File: config.mk
export PLATFORM = sky130hd
export DESIGN_NAME = spi_deserializer
export DESIGN_NICKNAME = d
export VERILOG_FILES = /design/src/rtl/spi_deserializer.sv
export SDC_FILE = /design/constraint.sdc
export NUM_CORES = 1
export LEC_CHECK = 0
export BUFFER_PORTS_ARGS = -buffer_cell sky130_fd_sc_hd__buf_4
export CORE_MARGIN = 10
export CORE_UTILIZATION = 30
export CTS_CLUSTER_SIZE = 30
export DETAILED_ROUTE_END_ITERATION = 8
export GPL_ROUTABILITY_DRIVEN = 0
export PLACE_DENSITY = 0.58
export SYNTH_ARGS = -nofsm -noshare
export SYNTH_HDL_FRONTEND = slang
export SYNTH_SLANG_ARGS = --single-unit
File: constraint.sdc
create_clock -name clk -period 2.34 [get_ports clk]
set_input_delay 0.468 -clock clk [delete_from_list [all_inputs] [get_ports clk]]
set_output_delay 0.468 -clock clk [all_outputs]
set_load 0.03 [all_outputs]
File: src/rtl/spi_deserializer.sv
// SPI mode-0 receive end: synchronizes DataBit/SPI_clk/CS into clk, shifts MSB first,
// and emits a one-cycle valid (exact FRAME_BITS bits) or frame_err (any other count) at CS rise.
module spi_deserializer #(
  parameter int FRAME_BITS = 32
) (
  input  logic                  clk,
  input  logic                  rst_n,
  input  logic                  SPI_clk,
  input  logic                  CS,
  input  logic                  DataBit,
  output logic [FRAME_BITS-1:0] Data_Out,
  output logic                  valid,
  output logic                  frame_err,
  output logic                  busy
);

  localparam int CW = $clog2(FRAME_BITS + 2);
  localparam logic [CW-1:0] CNT_FULL = CW'(FRAME_BITS);
  localparam logic [CW-1:0] CNT_SAT  = CW'(FRAME_BITS + 1);

  typedef enum logic [1:0] {WAIT_IDLE, IDLE, SHIFT} state_t;

  state_t                state;
  logic                  cs_s1, cs_s2, cs_h;
  logic                  sclk_s1, sclk_s2, sclk_h;
  logic                  dat_s1, dat_s2;
  logic [1:0]            primed;
  logic [FRAME_BITS-1:0] shift;
  logic [CW-1:0]         count;

  logic                  sclk_rise, cs_fall, cs_rise;
  logic [FRAME_BITS-1:0] shift_next;
  logic [CW-1:0]         count_next;

  // primed marks when the synchronizers reflect the pins rather than their reset values,
  // so a reset released while CS is low is never mistaken for an idle bus.
  always_ff @(posedge clk or negedge rst_n) begin
    if (!rst_n) begin
      cs_s1   <= 1'b1;
      cs_s2   <= 1'b1;
      cs_h    <= 1'b1;
      sclk_s1 <= 1'b0;
      sclk_s2 <= 1'b0;
      sclk_h  <= 1'b0;
      dat_s1  <= 1'b0;
      dat_s2  <= 1'b0;
      primed  <= 2'b00;
    end else begin
      cs_s1   <= CS;
      cs_s2   <= cs_s1;
      cs_h    <= cs_s2;
      sclk_s1 <= SPI_clk;
      sclk_s2 <= sclk_s1;
      sclk_h  <= sclk_s2;
      dat_s1  <= DataBit;
      dat_s2  <= dat_s1;
      primed  <= {primed[0], 1'b1};
    end
  end

  assign sclk_rise = sclk_s2 & ~sclk_h;
  assign cs_fall   = ~cs_s2 & cs_h;
  assign cs_rise   = cs_s2 & ~cs_h;

  // A bit arriving in the same cycle as CS rise is counted before the frame is judged.
  assign shift_next = sclk_rise ? {shift[FRAME_BITS-2:0], dat_s2} : shift;
  assign count_next = (sclk_rise && (count != CNT_SAT)) ? count + CW'(1) : count;

  always_ff @(posedge clk or negedge rst_n) begin
    if (!rst_n) begin
      state     <= WAIT_IDLE;
      Data_Out  <= '0;
      valid     <= 1'b0;
      frame_err <= 1'b0;
      busy      <= 1'b0;
      shift     <= '0;
      count     <= '0;
    end else begin
      valid     <= 1'b0;
      frame_err <= 1'b0;
      case (state)
        WAIT_IDLE: begin
          busy <= 1'b0;
          if (primed[1] && cs_s2) state <= IDLE;
        end
        IDLE: begin
          if (cs_fall) begin
            state <= SHIFT;
            count <= '0;
            busy  <= 1'b1;
          end
        end
        SHIFT: begin
          shift <= shift_next;
          count <= count_next;
          if (cs_rise) begin
            state <= IDLE;
            busy  <= 1'b0;
            if (count_next == CNT_FULL) begin
              Data_Out <= shift_next;
              valid    <= 1'b1;
            end else begin
              frame_err <= 1'b1;
            end
          end
        end
        default: begin
          state <= WAIT_IDLE;
          busy  <= 1'b0;
        end
      endcase
    end
  end

endmodule

Yosys cells after proc, flatten, opt, wreduce, memory -nomap -nowiden --
Cells that the tools add are included.
Cells by class: $add $sub $neg 1, multipliers 0, divide/modulo/power cells 0, $lt $le $gt $ge 0, equality and inequality tests 7, shift operators 0, multiplexer cells 17, bitwise gates (word level) 6, reductions and logical operators 8
Operators with widths (count):
- 2-to-1 mux 32 bit | 1
- 2-to-1 mux 6 bit | 2
- case mux 6 bit (2 select lines) | 1
- 2-to-1 mux 1 bit | 8
- adder 6 x 1 -> 6 bit (second input constant) | 1
- == test 6 bit (second input constant) | 1
- 2-to-1 mux 2 bit | 3
- inequality test 2 bit (second input constant) | 3
- inequality test 6 bit (second input constant) | 1
- case mux 2 bit (3 select lines) | 1
- AND reduction 3 bit | 2
- AND reduction 2 bit | 2
- AND 1 bit | 3
- inverter 1 bit | 3
- == test 2 x 1 -> 1 bit (second input constant) | 1
- == test 2 bit (second input constant) | 1
- logical AND 1 bit | 2
- logical NOT 2 bit | 1
- case mux 1 bit (2 select lines) | 1
- nonzero test 2 bit | 1
Word-level totals: bits in registers 85, bits in latches 0, memory bits (writable) 0, bits in read-only memories 0, input bits 5, output and inout bits 35, word-level logic and storage cells 55, memories 0

Longest topological paths before layout --
word-level depth 8, gate-level depth with buffers 9, gate-level depth less buffers 7

Worst setup path after synthesis --
OpenSTA, ideal clock, no wires.
path kind register to register, start point register count[1], end point register Data_Out[0], library setup time 125 ps, arrival 2203 ps, slack 12 ps, cell stages (with the launch flop) 10, path buffers 2, clock period less this slack 2328 ps, cells stage by stage dfrtp_1 > inv_1 > ha_1 > nand4bb_4 > a211o_1 > o21ai_0 > or4b_1 > buf_6 > buf_12 > mux2_4
Between the ends: cells in the longest elaborated chain, start to end 5
RTL lines:
- start: declaration | line 29 | logic [CW-1:0] count;
- start signal: assignment | line 95 | count <= count_next;
- branches (longest 2 deep; another with adder 6 x 1 -> 6 bit)
- 2-to-1 mux 6 bit * | line 67 | assign count_next = (sclk_rise && (count != CNT_SAT)) ? count + CW'(1) : count;
- == test 6 bit * | line 99 | if (count_next == CNT_FULL) begin
- AND reduction 3 bit (no line) *
- end signal: assignment | line 100 | Data_Out <= shift_next;
- end: declaration | line 11 | output logic [FRAME_BITS-1:0] Data_Out,
Every way passes the cells marked *. A chain may end at the register's enable or synchronous reset.

Worst setup path in the final report --
start point register count[0], end point register Data_Out[13]
Same word-level chain as after synthesis.

==> metrics.yaml <==
outcome:
  run_status: "completed"
job:
  cap_violations: 0
clocking:
  path_clk_slew_ps: 70
  cts-root-buf: "clkbuf_16"
  cts_tree: "done"
  ctsHtreeMaxLevel: 3
  cts_made_buffers: 9
  clk_latency_ps: 350
  clk_path_buf_depth: 2
  cts.sinks: 85
sta:
  period_needed_ps: 2330
  postLayoutSetupSlackWorst_ps: 13.4
  fmax_ghz: 0.430
  post-route-period-util_pct: 99.4
  max_slew_margin_pct: 56.4
  slew_violations: 0
  finalSetupViolations: 0
  max_slew.worst_pin.slew_ps: 654
  rsz0062_at_grt: "yes"
  hold_viol: 0
  fin_skew_ps: 9.66
place:
  post-place-ws_ps: -217
  place_hpwl_um: 5100
  dp_cells: 539
  numPortBuffers: 39
die:
  dieWidth_um: 133
  rows: 41
  initial_core_util_pct: 30.6
  die-area_um2: 17800
  core-area_um2: 12600
  die_h_um: 133
  ios: 40
synth:
  ys.flop_type: "dfrtp_1"
  async_flop_share_pct: 100
  synth.area.top_cells: "dfrtp_1 (53%), mux2_4 (11%), mux2_2 (10%)"
  syn_nets: 333
  syn-cell-area_um2: 3860
  synth-seq-cells: 85
  synthesis.instances: 326
  synth-edff-count: 0
  seq_area_frac_synth_pct: 55.2
  ys_types: 34
  yosysTopAreaCell: "dfrtp_1"
  synth_top_area_share_pct: 53.2
  avgSynthCellArea_um2: 11.8
  ys_warn_count: 0
final_layout:
  antenna_cells: 0
  layout-drive-gt1-share_pct: 40.3
  post-route-util_pct: 38.2
  synthToLayoutAreaGrowth_pct: 25.1
  final_cells: 557
  final_nets: 388
  layout.area.seq_um2: 2130
  nFillCells: 1238
  multiInputGateArea_um2: 1630
global_route:
  busiest_layer: "met2"
  grt_pass1_vias: 2569
  grt_pass1_wl_um: 13000
  overflow: 0
  gr-usage-met2_pct: 13.6
  antenna_found_initial: 0
  use_met3_pct: 3.80
  track_usage_pct: 8.92
  use_met1_pct: 11.1
  grt_max_degree: 45
worst_hold_path:
  min_path_type: "input port to async pin"
pwr:
  p_total_w: 0.00325
  leakage_nw: 2.53
  powerDensity_nw_per_um2: 673
  vdd_drop_max_v: 0.000383
drt:
  drtIter0Drc: 144
  routed_via_density: 4.42
  drtPass1Iterations: 4
  wire_per_inst_um: 14.4
  drc: 0
  vias: 2461
  detail-route-antenna-nets: 0
  drt-total-wl_um: 8000
critical_path:
  rr_startpoint: "count[0]$_DFFE_PN0P_"
  worst-r2r-cell-count: 7
  path_class: "flop to flop"
  cp-end-kind: "flop"
  r2r_setup_slack_ps: 10
  arrival_ps: 2550
  cp_max_fo: 10
  start_kind: "flop"
  required_ps: 2570
  rr_endpoint: "Data_Out[13]$_DFFE_PN0P_"
[critical path, stage by stage, from the launching register on]
cell and delay [ps]:
dfrtp_2 450, ha_2 220, nand4b_1 130, mux2i_1 200
a32oi_1 110, or4b_4 590, clkbuf_16 220, mux2_4 290
[cells by family (layout without fill, tap and decap cells)]
kind of cell | Yosys count | count (layout) | synth area share, %
and+or+nand+nor | 128 | 128 | 14.4
DFF | 85 | 85 | 55.2
muxes | 66 | 66 | 22.0
AOI/OAI and AO/OA | 22 | 22 | 3.76
buffers and inverters | 21 | 80 | 3.60
adders and majority gates | 2 | 2 | 0.648
other | 1 | 1 | 0.0972
xor gates and xnor gates | 1 | 1 | 0.227
[stage by stage]
step                      area (um^2)  setup TNS, ps  hold slack [ps]
after global placement           4440          -3570              331
after CTS                        4750           -113              142
after floorplan                  3860              0              172
final                            4830              0              120
after detailed placement         4440          -5920              335
after global routing             4830          -1640              150
[sequential cells by signal, summed over array words and instances (netlist names), 2 cells and up]
| name | count |
|---|---|
| state | 2 |
| Data_Out | 32 |
| count | 6 |
| primed | 2 |
| shift | 32 |
[final cells by class]
type / instances / share of cell area [%]
Tap cell: 172 / 4.46
Clock inverter: 5 / 1.24
Inverter: 3 / 0.233
Sequential cell: 85 / 44.2
Clock buffer: 10 / 4.95
Timing Repair Buffer: 62 / 11.2
Multi-Input combinational cell: 220 / 33.7
[layout by cell type, fill, tap and decap left out, drive strengths merged, types with 2 or more instances in the layout]
cell type	n
o31ai	2
nor2	8
nor2b	6
clkbuf	12
mux2i	2
nand3	3
ha	2
nand2	102
mux2	64
o21ai	8
dfrtp	82
clkinv	2
dfstp	3
nand2b	3
buf	60
inv	4
a21oi	6
[synthesized netlist by cell type, drive strengths merged, types with 2 or more instances]
library cell / n
nand2: 102
clkbuf: 11
mux2i: 2
nor2: 8
dfstp: 3
nand2b: 3
o21ai: 8
nand3: 3
dfrtp: 82
buf: 7
a21oi: 6
nor2b: 6
o31ai: 2
inv: 3
ha: 2
mux2: 64
[how the worst max path moves through the flow]
stage	from	endpoint	slack, ps
after floorplan	count[1]$_DFFE_PN0P_	Data_Out[0]$_DFFE_PN0P_	10
after global placement	count[1]$_DFFE_PN0P_	Data_Out[20]$_DFFE_PN0P_	-130
after detailed placement	count[1]$_DFFE_PN0P_	Data_Out[16]$_DFFE_PN0P_	-220
after CTS	count[1]$_DFFE_PN0P_	Data_Out[0]$_DFFE_PN0P_	-10
after global routing	count[0]$_DFFE_PN0P_	Data_Out[23]$_DFFE_PN0P_	-70
final	count[0]$_DFFE_PN0P_	Data_Out[13]$_DFFE_PN0P_	10
[where the power goes]
part / total, W / switching [W] / internal, W / leakage [nW]
clock network: 0.00145 / 0.000592 / 0.000854 / 0.145
registers: 0.00156 / 0.0000412 / 0.00152 / 1.15
logic: 0.000246 / 0.000144 / 0.000102 / 1.23
[routing by layer]
metal | share of wire, % | wire, um
met1 | 48 | 3810
met2 | 45 | 3630
met3 | 5.8 | 465
met4 | 1.2 | 92
met5 | 0 | 0
[what timing repair did]
action                     in CTS  in global routing
gates cloned                    0                  2
resized for setup               3                  6
setup endpoints to repair      32                 32
hold buffers                    0                  0
buffers inserted                0                  1
pin swaps                       0                  0
No activity file was read; power rests on OpenSTA's default activity.
